===== src/rtl/mem_access.sv =====
// Purpose: MEM-stage load/store unit driving the sram-like data bus (req/addr_ok/data_ok).
// Latency: minimum 2 cycles (issue, data_ok); load word is on mem_rdata the cycle after data_ok.
// Backpressure: holds req until addr_ok, asserts mem_stall until data_ok, parks in DONE while stall_in.
module mem_access (
  input  logic        clk,
  input  logic        rst,
  // MEM stage instruction
  input  logic        m_valid,
  input  logic        m_memread,
  input  logic        m_memwrite,
  input  logic [1:0]  m_size,
  input  logic [31:0] m_addr,
  input  logic [31:0] m_wdata,
  input  logic        flush,
  input  logic        stall_in,
  // data bus
  output logic        data_req,
  output logic        data_wr,
  output logic [1:0]  data_size,
  output logic [31:0] data_addr,
  output logic [31:0] data_wdata,
  input  logic        data_addr_ok,
  input  logic        data_data_ok,
  input  logic [31:0] data_rdata,
  // to write-back / hazard logic
  output logic [31:0] mem_rdata,
  output logic        mem_stall,
  output logic        adel,
  output logic        ades
);

  // Access phases. DONE parks a finished access while something else holds MEM;
  // DRAIN swallows the response of an access that was flushed after issue.
  localparam logic [2:0] S_IDLE  = 3'd0;
  localparam logic [2:0] S_REQ   = 3'd1;
  localparam logic [2:0] S_WAIT  = 3'd2;
  localparam logic [2:0] S_DONE  = 3'd3;
  localparam logic [2:0] S_DRAIN = 3'd4;

  // Everything the bus needs to see for one request, presented as one bundle.
  typedef struct packed {
    logic        wr;
    logic [1:0]  size;
    logic [31:0] addr;
    logic [31:0] wdata;
  } bus_cmd_t;

  logic [2:0]  state;
  logic [2:0]  state_nxt;
  logic        addr_err;
  logic        mem_op;
  logic        start;
  logic        load_q;
  logic [31:0] rdata_q;
  logic [31:0] wdata_lane;
  bus_cmd_t    cmd;

  // Alignment check: halves need addr[0]=0, words (and the illegal size 3) need addr[1:0]=0.
  always_comb begin
    addr_err = 1'b0;
    case (m_size)
      2'd0:    addr_err = 1'b0;
      2'd1:    addr_err = m_addr[0];
      default: addr_err = |m_addr[1:0];
    endcase
  end

  assign mem_op = m_memread | m_memwrite;
  assign adel   = m_valid & m_memread  & addr_err;
  assign ades   = m_valid & m_memwrite & addr_err;

  // A new access may only launch from IDLE; a flush in the same cycle wins.
  assign start = (state == S_IDLE) & m_valid & mem_op & ~addr_err & ~flush;

  // Replicate store data across the lanes the bus will byte-enable from addr/size.
  always_comb begin
    wdata_lane = m_wdata;
    case (m_size)
      2'd0:    wdata_lane = {4{m_wdata[7:0]}};
      2'd1:    wdata_lane = {2{m_wdata[15:0]}};
      default: wdata_lane = m_wdata;
    endcase
  end

  // Bus command is driven straight from the MEM inputs; upstream keeps them stable under mem_stall.
  always_comb begin
    cmd.wr    = m_memwrite;
    cmd.size  = m_size;
    cmd.addr  = m_addr;
    cmd.wdata = wdata_lane;
  end

  assign data_wr    = cmd.wr;
  assign data_size  = cmd.size;
  assign data_addr  = cmd.addr;
  assign data_wdata = cmd.wdata;

  // Request is up on the launch cycle and every following cycle until the bus accepts it.
  assign data_req = start | (state == S_REQ);

  // Stall MEM while the access is outstanding; release in the data_ok cycle and in DONE.
  assign mem_stall = start
                   | (state == S_REQ)
                   | ((state == S_WAIT) & ~data_data_ok)
                   | (state == S_DRAIN);

  // Next-state selection for the single-outstanding access sequencer.
  always_comb begin
    state_nxt = state;
    case (state)
      S_IDLE: begin
        if (start) begin
          state_nxt = data_addr_ok ? S_WAIT : S_REQ;
        end
      end
      S_REQ: begin
        // An accept coinciding with a flush still leaves a response in flight.
        if (data_addr_ok) begin
          state_nxt = flush ? S_DRAIN : S_WAIT;
        end else if (flush) begin
          state_nxt = S_IDLE;
        end
      end
      S_WAIT: begin
        if (data_data_ok) begin
          if (flush)         state_nxt = S_IDLE;
          else if (stall_in) state_nxt = S_DONE;
          else               state_nxt = S_IDLE;
        end else if (flush) begin
          state_nxt = S_DRAIN;
        end
      end
      S_DONE: begin
        if (flush || !stall_in) begin
          state_nxt = S_IDLE;
        end
      end
      S_DRAIN: begin
        if (data_data_ok) begin
          state_nxt = S_IDLE;
        end
      end
      default: state_nxt = S_IDLE;
    endcase
  end

  // Sequencer state register.
  always_ff @(posedge clk or posedge rst) begin
    if (rst) begin
      state <= S_IDLE;
    end else begin
      state <= state_nxt;
    end
  end

  // Remember whether the in-flight access is a load, fixed at launch.
  always_ff @(posedge clk or posedge rst) begin
    if (rst) begin
      load_q <= 1'b0;
    end else if (start) begin
      load_q <= m_memread;
    end
  end

  // Capture the raw read word on a load's data_ok; drained and store responses leave it alone.
  always_ff @(posedge clk or posedge rst) begin
    if (rst) begin
      rdata_q <= 32'h0;
    end else if ((state == S_WAIT) && data_data_ok && load_q) begin
      rdata_q <= data_rdata;
    end
  end

  assign mem_rdata = rdata_q;

endmodule

===== config.mk =====
export PLATFORM = sky130hd
export DESIGN_NAME = mem_access
export DESIGN_NICKNAME = d
export VERILOG_FILES = /design/src/rtl/mem_access.sv
export SDC_FILE = /design/constraint.sdc
export NUM_CORES = 1
export LEC_CHECK = 0
export CORE_UTILIZATION = 34
export CTS_CLUSTER_DIAMETER = 60
export CTS_CLUSTER_SIZE = 30
export DETAILED_ROUTE_END_ITERATION = 8
export PLACE_DENSITY = 0.95
export SYNTH_ARGS = -nofsm -noshare
export SYNTH_HDL_FRONTEND = slang
export SYNTH_SLANG_ARGS = --single-unit

===== constraint.sdc =====
create_clock -name clk -period 2.9 [get_ports clk]
set_input_delay 0.435 -clock clk [delete_from_list [all_inputs] [get_ports clk]]
set_output_delay 0.435 -clock clk [all_outputs]
set_load 0.01 [all_outputs]

==> results.json <==
{
  "finalHoldViolCount": 0,
  "crit_top_cell": "clkdlybuf4s50_1",
  "cp.required_ps": 2470,
  "cap_violations": 0,
  "hold_class": "register to register",
  "ys_warn_count": 0,
  "cts_tree": "done",
  "endpoint_kind": "primary output",
  "start_util": 0.3519,
  "track_usage": 0.1980,
  "numCtsBuffers": 5,
  "core_um2": 6794,
  "crit_type": "primary input to primary output",
  "cts_resized": 0,
  "min_from": "mem_rdata[28]",
  "row_count": 30,
  "layout_common_cells": "clkdlybuf4s50_1 (149), dfrtp_1 (36), mux2_4 (32)",
  "via_per_inst": 4.713,
  "clockBufferDepth": 2,
  "startpoint_type": "primary input",
  "post_cts.repair.setup_buffers": 0,
  "place_congestion": 0.7604,
  "ys_seq_elements": 36,
  "grt_pass1_vias": 2041,
  "grt-ovfl-total": 0,
  "syn_to_final_growth_pct": 56.46,
  "slew_headroom": 0.4738,
  "synth_top_area_frac": 0.3768,
  "fin_skew_ps": 2.935,
  "dp_hpwl_um": 5885,
  "reg2reg_from": "state[0]",
  "grt_setup_unrepaired": "false",
  "routed_wl_um": 7366,
  "drive_gt1_frac": 0.2273,
  "die_h_um": 85.86,
  "dieArea_um2": 7372,
  "synthCells": 198,
  "grt_pass1_wl_um": 11200,
  "holdPathStages": 1,
  "hold_end": "mem_rdata[28]",
  "die_w_um": 85.86,
  "cts_sinks": 36,
  "ctsHoldBuffers": 0,
  "drtPass1Iterations": 4,
  "path_cells": "clkdlybuf4s50_1, a21oi_1, o221a_2, nand2b_2, o21ai_0, clkdlybuf4s50_1",
  "synth_ff_type": "dfrtp_1",
  "ys_top_cells_by_area": "dfrtp_1 (38%), mux2_4 (20%), buf_4 (14%)",
  "fill_cells": 539,
  "post-route-drc-count": 0,
  "cp_max_fo": 4,
  "grt_max_degree": 37,
  "min_period_ps": 2594,
  "nNetsFinal": 415,
  "fin_crit_sh": 0.8943,
  "antenna_cells": 0,
  "initialDrtViolationCount": 138,
  "wl_per_cell_um": 18.23,
  "max_stage_delay_ps": 550,
  "ant_nets": 0,
  "final_max_slew_viol_count": 0,
  "multiInputGateArea_um2": 1080,
  "status": "completed",
  "tightest_slew_ps": 788.2,
  "grt_antenna_before_repair": 0,
  "fin_total_pwr_uw": 2744,
  "syn_avg_cell_area_um2": 12.08,
  "setup_viol": 0,
  "clk_pin_slew_ps": 70,
  "power_density_nw_per_um2": 733.4,
  "synthArstFlopShare": 1.000,
  "ioPinCount": 210,
  "cpMaxStageDelayCell": "clkdlybuf4s50_1",
  "num_vias": 1904,
  "rr_worst_depth": 3,
  "worstSkewPairLatency_ps": 280,
  "final_common_cell": "clkdlybuf4s50_1",
  "synth_nets": 305,
  "final-seq-area_um2": 900.9,
  "max_freq_mhz": 385.6,
  "ir_drop_uv": 215.2,
  "leakagePower_uw": 0.001671,
  "place.port_buffers": 149,
  "ys_types": 30,
  "cp_data_arrival_time_ps": 2160,
  "synth_area_um2": 2391,
  "r2r_slack_ps": 780,
  "cts_root_buf": "clkbuf_8",
  "htree_levels": 2,
  "synth.yosys.seq_area_share": 0.3768,
  "r2r-end": "mem_rdata[22]",
  "setup_tns_ps": 0,
  "yosysTopAreaCell": "dfrtp_1",
  "synth_edf_count": 0
}
==> area by class of cell <==
type / instances / area share
Sequential cell: 36 / 0.2408
Inverter: 2 / 0.002007
Clock buffer: 7 / 0.02575
Multi-Input combinational cell: 108 / 0.2886
Timing Repair Buffer: 155 / 0.4107
Tap cell: 96 / 0.03211
==> where the power goes <==
group,internal (µW),total [µW],switching (µW)
clock network,211,370,158
logic,970,1460,487
registers,740,917,177
==> through the flow <==
stage | utilization | setup WS, ps | instance area (µm²) | std cells | hold slack [ps]
final | 0.5506 | 306.5 | 3741 | 404 | 513.3
after floorplan | - | 1202 | 2391 | 198 | 542.1
after detailed placement | 0.5365 | 274.0 | 3645 | 397 | 496.4
after CTS | 0.5506 | 273.0 | 3741 | 404 | 513.9
after global placement | 0.5365 | 318.8 | 3645 | 397 | 488.7
after global routing | 0.5506 | 203.4 | 3741 | 404 | 520.3
==> synth_stat cells, types with 4 or more instances <==
master,number
buf_4,43
dfrtp_1,36
mux2_4,32
mux2_2,18
o21ai_0,12
nand2_1,11
mux2i_1,9
buf_6,6
nor2_1,4
==> cells by family (layout without fill, tap and decap cells) <==
group | Yosys count | in the layout | share of synthesized area
buffers and inverters | 54 | 164 | 0.1716
AND/OR/NAND/NOR | 29 | 29 | 0.07326
AO/OA/AOI/OAI | 20 | 20 | 0.05494
flip-flops | 36 | 36 | 0.3768
multiplexers | 59 | 59 | 0.3234
==> worst max path at each step <==
stage	from	end	slack (ps)	cells past startpoint
finish	m_size[1]	data_req	310	6
global route	m_size[1]	data_req	200	6
global placement	m_size[0]	data_req	320	6
detailed placement	m_size[1]	data_req	270	6
floorplan	m_size[1]	data_wdata[17]	1200	3
CTS	m_size[1]	data_req	270	6
==> critical path: cells and delay by family <==
family | cells | cell delay, ps
buffers and inverters | 2 | 1060
AND/OR/NAND/NOR | 1 | 90
AO/OA/AOI/OAI | 3 | 570
==> flip-flops by register name, summed over array words and instances (netlist names) <==
name,cells
mem_rdata,32
state,3
load_q,1
==> per-layer routing <==
layer,routed length (µm),global-route usage
met1,2819,0.2139
met2,3813,0.3658
met3,600,0.05775
met4,133,0.06970
met5,0,0
Power figures use the tool's default switching activity.
